===== src/rtl/issue_scoreboard.sv =====
// issue_scoreboard: pending-write scoreboard with RAW/WAW hazard detection and serialize FSM
module issue_scoreboard #(
  parameter int REG_NUM = 32,
  parameter int STALL_CNT_W = 16
) (
  input  logic                   clk,
  input  logic                   rst_n,
  input  logic                   id_valid,
  input  logic [4:0]             id_rs1,
  input  logic [4:0]             id_rs2,
  input  logic [4:0]             id_rs3,
  input  logic                   has_rs1,
  input  logic                   has_rs2,
  input  logic                   has_rs3,
  input  logic [4:0]             id_rd,
  input  logic                   id_reg_write,
  input  logic                   id_serialize,
  input  logic                   flush,
  input  logic                   wb_valid,
  input  logic [4:0]             wb_rd,
  input  logic                   serial_done,
  output logic                   issue,
  output logic                   stall,
  output logic [REG_NUM-1:0]     busy,
  output logic [5:0]             outstanding,
  output logic [1:0]             state,
  output logic                   err_spurious,
  output logic [STALL_CNT_W-1:0] stall_cycles
);
  typedef enum logic [1:0] {RUN = 2'd0, DRAIN = 2'd1, SERIAL = 2'd2} state_t;
  state_t st;
  logic [REG_NUM-1:0] wb_mask, eff_busy, set_mask;
  logic [5:0] ond;
  logic wb_hit, wb_clr, hazard, set;
  assign state = st;
  always_comb begin
    wb_mask = wb_valid ? REG_NUM'(1) << wb_rd : '0;
    eff_busy = busy & ~wb_mask;
    wb_hit = wb_valid && wb_rd != 5'd0;
    wb_clr = wb_hit && busy[wb_rd];
    ond = outstanding - 6'(wb_clr);
    hazard = (has_rs1 && id_rs1 != 5'd0 && eff_busy[id_rs1]) ||
             (has_rs2 && id_rs2 != 5'd0 && eff_busy[id_rs2]) ||
             (has_rs3 && id_rs3 != 5'd0 && eff_busy[id_rs3]) ||
             (id_reg_write && id_rd != 5'd0 && eff_busy[id_rd]);
    issue = id_valid && !flush && !hazard &&
            ((st == RUN && !(id_serialize && ond != 6'd0)) || (st == DRAIN && ond == 6'd0));
    stall = id_valid && !flush && !issue;
    set = issue && id_reg_write && id_rd != 5'd0;
    set_mask = set ? REG_NUM'(1) << id_rd : '0;
  end
  always_ff @(posedge clk) begin
    if (!rst_n) begin
      busy <= '0;
      outstanding <= '0;
      st <= RUN;
      err_spurious <= 1'b0;
      stall_cycles <= '0;
    end else begin
      busy <= (busy & ~(wb_clr ? wb_mask : '0)) | set_mask;
      outstanding <= outstanding + 6'(set) - 6'(wb_clr);
      if (wb_hit && !busy[wb_rd]) err_spurious <= 1'b1;
      if (stall && !(&stall_cycles)) stall_cycles <= stall_cycles + 1'b1;
      st <= st == RUN    ? (issue && id_serialize ? SERIAL :
                            id_valid && id_serialize && !flush && ond != 6'd0 ? DRAIN : RUN) :
            st == DRAIN  ? (flush ? RUN : issue ? SERIAL : DRAIN) :
            st == SERIAL ? (serial_done ? RUN : SERIAL) : RUN;
    end
  end
endmodule


===== config.mk =====
export PLATFORM = sky130hd
export DESIGN_NAME = issue_scoreboard
export DESIGN_NICKNAME = d
export VERILOG_FILES = /design/src/rtl/issue_scoreboard.sv
export SDC_FILE = /design/constraint.sdc
export NUM_CORES = 1
export LEC_CHECK = 0
export BUFFER_PORTS_ARGS = -buffer_cell sky130_fd_sc_hd__clkbuf_2
export CAP_MARGIN = 20
export CORE_MARGIN = 2
export CORE_UTILIZATION = 57
export CTS_CLUSTER_SIZE = 8
export DETAILED_ROUTE_END_ITERATION = 8
export PLACE_DENSITY_LB_ADDON = 0.2
export SLEW_MARGIN = 10
export SYNTH_ARGS = -nofsm -noshare
export SYNTH_HDL_FRONTEND = slang
export SYNTH_SLANG_ARGS = --single-unit

===== constraint.sdc =====
create_clock -name clk -period 6.6 [get_ports clk]
set_input_delay 0.99 -clock clk [delete_from_list [all_inputs] [get_ports clk]]
set_output_delay 0.99 -clock clk [all_outputs]
set_load 0.005 [all_outputs]

Word-level counts from Yosys, hierarchy flattened
Cells that the tools add are included.

storage, ports and cells
  bits in registers = 57
  output and inout port bits = 59
  word-level logic and storage cells = 88

operators by class
  add/subtract/negate cells = 4
  magnitude comparators = 5
  equality and inequality tests = 2
  shift-type cells = 2
  multiplexer cells = 21
  bitwise operators = 5
  reductions and logical operators = 44

operators with widths
  kind                   count
  $mux 32                3
  $and 32x32->32         2
  $not 32->32            2
  $shl 1x5->32 const A   2
  $or 32x32->32          1
  $lt 5x6->1 const B     5
  $bmux 1 s5             5
  $logic_and 1x1->1      25
  $reduce_bool 5->1      5
  $add 16x1->16 const B  1
  $reduce_and 16->1      1
  $mux 2                 7
  $sub 6x1->6            2
  $add 6x1->6            1
  $logic_not 1->1        6
  $logic_not 6->1        1
  $mux 1                 6
  $reduce_bool 6->1      1
  $logic_or 1x1->1       4
  $eq 2x1->1 const B     1
  $eq 2x2->1 const B     1
  $logic_not 2->1        1

Depth between registers and ports, before layout
  word-level depth = 17
  depth in mapped cells = 27

Worst setup path before layout
Ideal clock, no wire load.

  path type = input to register
  start point = input wb_rd[0]
  end point = register outstanding[5]
  data arrival time = 6.153 ns
  data required time = 6.529 ns
  setup slack = 0.377 ns
  cell stages on the path = 26
  path through = buf_2 buf_2 mux4_2 mux4_2 nor2b_1 a21oi_1 nor2_1 ha_1 nor4b_1 o221ai_1 a2111oi_0 nand4_1 or4b_1 buf_2 clkinv_4 buf_4 o211ai_1 ha_1 inv_1 ha_1 a21oi_1 o21bai_1 a21oi_1 nor2_1 or3_1 a21oi_1

on the way
  longest elaborated chain between the ends = 17
  elaborated cells between the ends (all ways) = 39
  classes of those cells = add/sub: 3; shift: 1; mux: 11; bitwise: 2; reduce/logical: 22

ends and longest elaborated chain
  item                                                                  line  source
  start: declaration                                                    20    input logic [4:0] wb_rd,
  parallel branches: the longest is 12 deep, another holds $sub 6x1->6  -
  $logic_and 1x1->1 *                                                   46    issue = id_valid && !flush && !hazard &&
  named net issue                                                       22    output logic issue,
  $logic_and 1x1->1 * (2 in a row)                                      49    set = issue && id_reg_write && id_rd != 5'd0;
  $add 6x1->6 *                                                         61    outstanding <= outstanding + 6'(set) - 6'(wb_clr);
  $sub 6x1->6 *                                                         61
  end signal: assignment                                                61
  end: declaration                                                      25    output logic [5:0] outstanding,

Mark *: on every way through the listed nets, which the timed path passes. The select of a mux whose other input is x is not followed.
A chain may end at the register's enable or synchronous reset.

Worst setup path in the final report
  start point = input wb_rd[0]
  end point = output stall

on the way
  longest elaborated chain between the ends = 15
  elaborated cells between the ends (all ways) = 37
  classes of those cells = add/sub: 1; shift: 1; mux: 11; bitwise: 2; reduce/logical: 22

ends and longest elaborated chain
  item                                                                  line  source
  parallel branches: the longest is 12 deep, another holds $sub 6x1->6  -
  $logic_and 1x1->1 *                                                   46
  $logic_not 1->1 *                                                     48    stall = id_valid && !flush && !issue;
  $logic_and 1x1->1 *                                                   48
  end: declaration                                                      23    output logic stall,

Every way passes the cells marked *. The select of a mux whose other input is x is not followed.

==> impl_metrics.csv <==
group,metric,value,unit
grt,grt_pass1_vias,4995,
cts,cts.clk_slew.worst_paths,70,ps
floorplanning,die_area,9380,sq um
sta,hold_slack,493,ps
cts,cts.sinks,57,
sta,slew_headroom,37.6,%
setup_path,end_kind,"output pin",
logic_synthesis,synth_edf_count,0,
power_and_ir_drop,power_leakage,2.09,nW
setup_path,cp-startpoint,"wb_rd[0]",
logic_synthesis,syn_inst,591,
cts,worstSkewPairLatency,350,ps
logic_synthesis,synthTopCellsByArea,"dfxtp_1 23%, mux4_2 7.3%, mux2i_1 5.7%",
power_and_ir_drop,pwr-share-comb,22.5,%
setup_path,start_kind,"primary input",
logic_synthesis,yosys.area.top_type,"dfxtp_1",
logic_synthesis,synth_flop_cell,"dfxtp_1",
routing,drc,0,
grt,grt_use_total,38.5,%
logic_synthesis,asyncSetResetFlopFracSynth,0,%
power_and_ir_drop,powerDensity,161,nW/um^2
sta,fmax,157,MHz
cts,cts_tree,"done",
place,dpl.hpwl,13800,microns
logic_synthesis,synth_seq_cells,57,
setup_path,reg2reg_from,"busy[4]$_SDFF_PN0_",
outcome,outcome,"finished, final reports clean",
setup_path,criticalPathCategory,"in2out",
place,place.gp.congestion,1.17,
power_and_ir_drop,power.switching,0.293,mW
cells_and_area,drive_gt1_share,24.7,%
setup_path,crit_arrival,5360,ps
cells_and_area,antenna_cells,0,
routing,ant_nets,0,
sta,timing.setup.tns,0,ps
routing,via_count,5600,
routing,drt_first_pass_iters,7,
sta,drv_slew,0,
floorplanning,start_util,59.2,%
sta,skew,16.8,ps
grt,grt_max_degree,31,
floorplanning,fp.coreArea,8300,sq um
routing,viasPerCell,7.27,
setup_path,endpoint,"stall",
place,port_buffers,94,
setup_path,ff2ff_setup_slack,1110,ps
cells_and_area,fin_nets,709,
sta,fin_crit_sh,96.3,%
grt,grt_overflow,0,
logic_synthesis,yosysSeqAreaShare,23.2,%
cts,htreeDepth,3,
sta,setup-violations-final,0,
setup_path,critPathMaxFanout,26,
power_and_ir_drop,ir_drop,0.000152,V
routing,routed_wl,18700,microns
logic_synthesis,yosys_warnings,0,
routing,drt_iter0_markers,656,
logic_synthesis,syn-num-nets,639,
power_and_ir_drop,p_seq_share,40.5,%
floorplanning,rows,33,
setup_path,reg2regPathDepth,22,
power_and_ir_drop,p_clk_share,37.0,%
power_and_ir_drop,power.share.switching,32.6,%
cts,cts-root-buf,"clkbuf_8",
floorplanning,io-pin-count,95,
sta,worst_slew_pin_slew,927,ps
logic_synthesis,synth_top_area_share,23.2,%
logic_synthesis,synthesis.area,4910,sq um
setup_path,required,5610,ps
logic_synthesis,avgSynthCellArea,8.32,sq um
sta,rsz0062_at_grt,"false",
min_path,hold_path_class,"reg2reg",
grt,grt_pass1_wl,28400,microns
sta,hold_violations,0,
floorplanning,fp.dieW,96.9,microns
cells_and_area,syn_to_final_growth,13.6,%
routing,wire_per_inst,24.3,microns
run,maxCapViolCount,0,
floorplanning,die_y,96.9,microns
power_and_ir_drop,power_report.internal_total,0.606,mW
cts,cts-buffers-inserted,9,
cts,clock_path_buffers,2,
sta,min_period,6350,ps
grt,antenna_found_initial,0,
cells_and_area,utilization,67.3,%
setup_path,r2r-end,"outstanding[4]$_SDFF_PN0_",
logic_synthesis,ys_types,78,
-- critical path: stages --
cell and delay [ps]:
buf_2 360, mux4_2 560, mux4_2 460, nor2b_1 160
a21oi_1 140, nor2_1 100, ha_1 230, nor4b_1 320
o221ai_1 230, a2111oi_0 430, nand4_1 160, or4b_1 610
clkinv_4 80, buf_4 270, nor2_1 90, clkbuf_2 140
-- cells in the mapped netlist, types with 7 or more instances --
master and number:
nand2_1 51, a21oi_1 17, nand4_1 8, nor2b_1 9, buf_1 7, mux2i_1 28, dfxtp_1 57, o22ai_1 20
o2111ai_1 8, nand2b_1 17, nor2_1 32, clkbuf_1 26, nor3_1 14, o21ai_1 8, mux4_2 16, nor3b_1 7
nor4b_1 7, inv_1 16, nor4_1 7, or3_1 9, nand3_1 17, o31ai_1 7, o41ai_1 11, o32ai_1 11
o211ai_1 12, buf_2 10, mux2_2 8, o21ai_0 32, ha_1 11
-- layer usage --
layer  track usage, %  wire length [microns]  vias to the layer above
li1                 -                      -                     2436
met1             54.9                   7410                     2596
met2             55.1                   7720                      470
met3             8.45                   2450                       98
met4             18.7                   1100                        0
met5                0                      0                        -
-- power groups by stage --
stage               Clock (mW)  Sequential (mW)  Combinational [mW]
CTS                      0.332            0.364               0.197
global route             0.345            0.365               0.218
detailed placement           0            0.372               0.196
finish                   0.333            0.364               0.202
floorplan                    0            0.369               0.143
global placement             0            0.371               0.191
-- cells in the final DEF (no fill, tap or decap), types with 7 or more instances in the layout --
master      n
mux2_2      8
o211ai_1   12
nor4_1      7
o21ai_0    32
inv_1      16
nand3_1    17
o21ai_1     8
buf_4      17
nand2_1    51
or3_1       9
o32ai_1    11
o2111ai_1   8
a21oi_1    17
nor3b_1     7
clkbuf_2   93
o31ai_1     7
dfxtp_1    57
clkbuf_8   10
nand4_1     8
ha_1       11
nor3_1     14
o41ai_1    11
nor4b_1     7
nand2b_1   17
nor2b_1     9
mux4_2     16
o22ai_1    20
nor2_1     32
mux2i_1    28
-- flip-flops by register name, summed over array words and instances, names as in the netlist --
name and cells:
busy 32, stall_cycles 16, outstanding 6, state 2
err_spurious 1
-- per-stage QoR --
step | cell area [sq um] | instances | total power [mW] | worst slack (ps)
2_1_floorplan | 4910 | 591 | 0.512 | 377
3_3_place_gp | 5390 | 755 | 0.561 | 365
3_5_place_dp | 5390 | 755 | 0.567 | 100
4_1_cts | 5580 | 770 | 0.893 | 282
5_1_grt | 5580 | 770 | 0.928 | 20.6
6_report | 5580 | 770 | 0.899 | 246
-- how the worst min path moves through the flow --
stage	startpoint	to	slack (ps)	depth (start not counted)
6_report	stall_cycles[10]$_SDFFE_PN0P_	stall_cycles[10]$_SDFFE_PN0P_	490	2
5_1_grt	stall_cycles[10]$_SDFFE_PN0P_	stall_cycles[10]$_SDFFE_PN0P_	520	2
4_1_cts	stall_cycles[10]$_SDFFE_PN0P_	stall_cycles[10]$_SDFFE_PN0P_	490	2
3_5_place_dp	stall_cycles[10]$_SDFFE_PN0P_	stall_cycles[10]$_SDFFE_PN0P_	480	2
3_3_place_gp	err_spurious$_SDFFE_PN0P_	err_spurious$_SDFFE_PN0P_	450	2
2_1_floorplan	err_spurious$_SDFFE_PN0P_	err_spurious$_SDFFE_PN0P_	470	2
-- kinds of logic after synthesis --
| family | share of synthesized area [%] |
|---|---|
| simple gates | 25.8 |
| compound gates | 24.5 |
| flops | 23.2 |
| fa+ha+maj | 3.21 |
| mux | 14.9 |
| xor+xnor | 1.60 |
| buf+inv | 6.77 |
-- final cells by class --
type | count | area (sq um)
sequential | 57 | 1140
fill | 720 | 2720
clock buffer | 10 | 138
tap | 105 | 131
inverter | 19 | 76.3
multi-input combinational | 463 | 3440
timing repair buffer | 111 | 598
clock inverter | 5 | 56.3
-- timing repair --
item / in CTS / in global routing
endpoints found under the setup margin: 0 / 1
hold buffers: 0 / 0
gates resized for setup: 0 / 1
setup buffers: 0 / 0
Power figures use the tool's default switching activity.
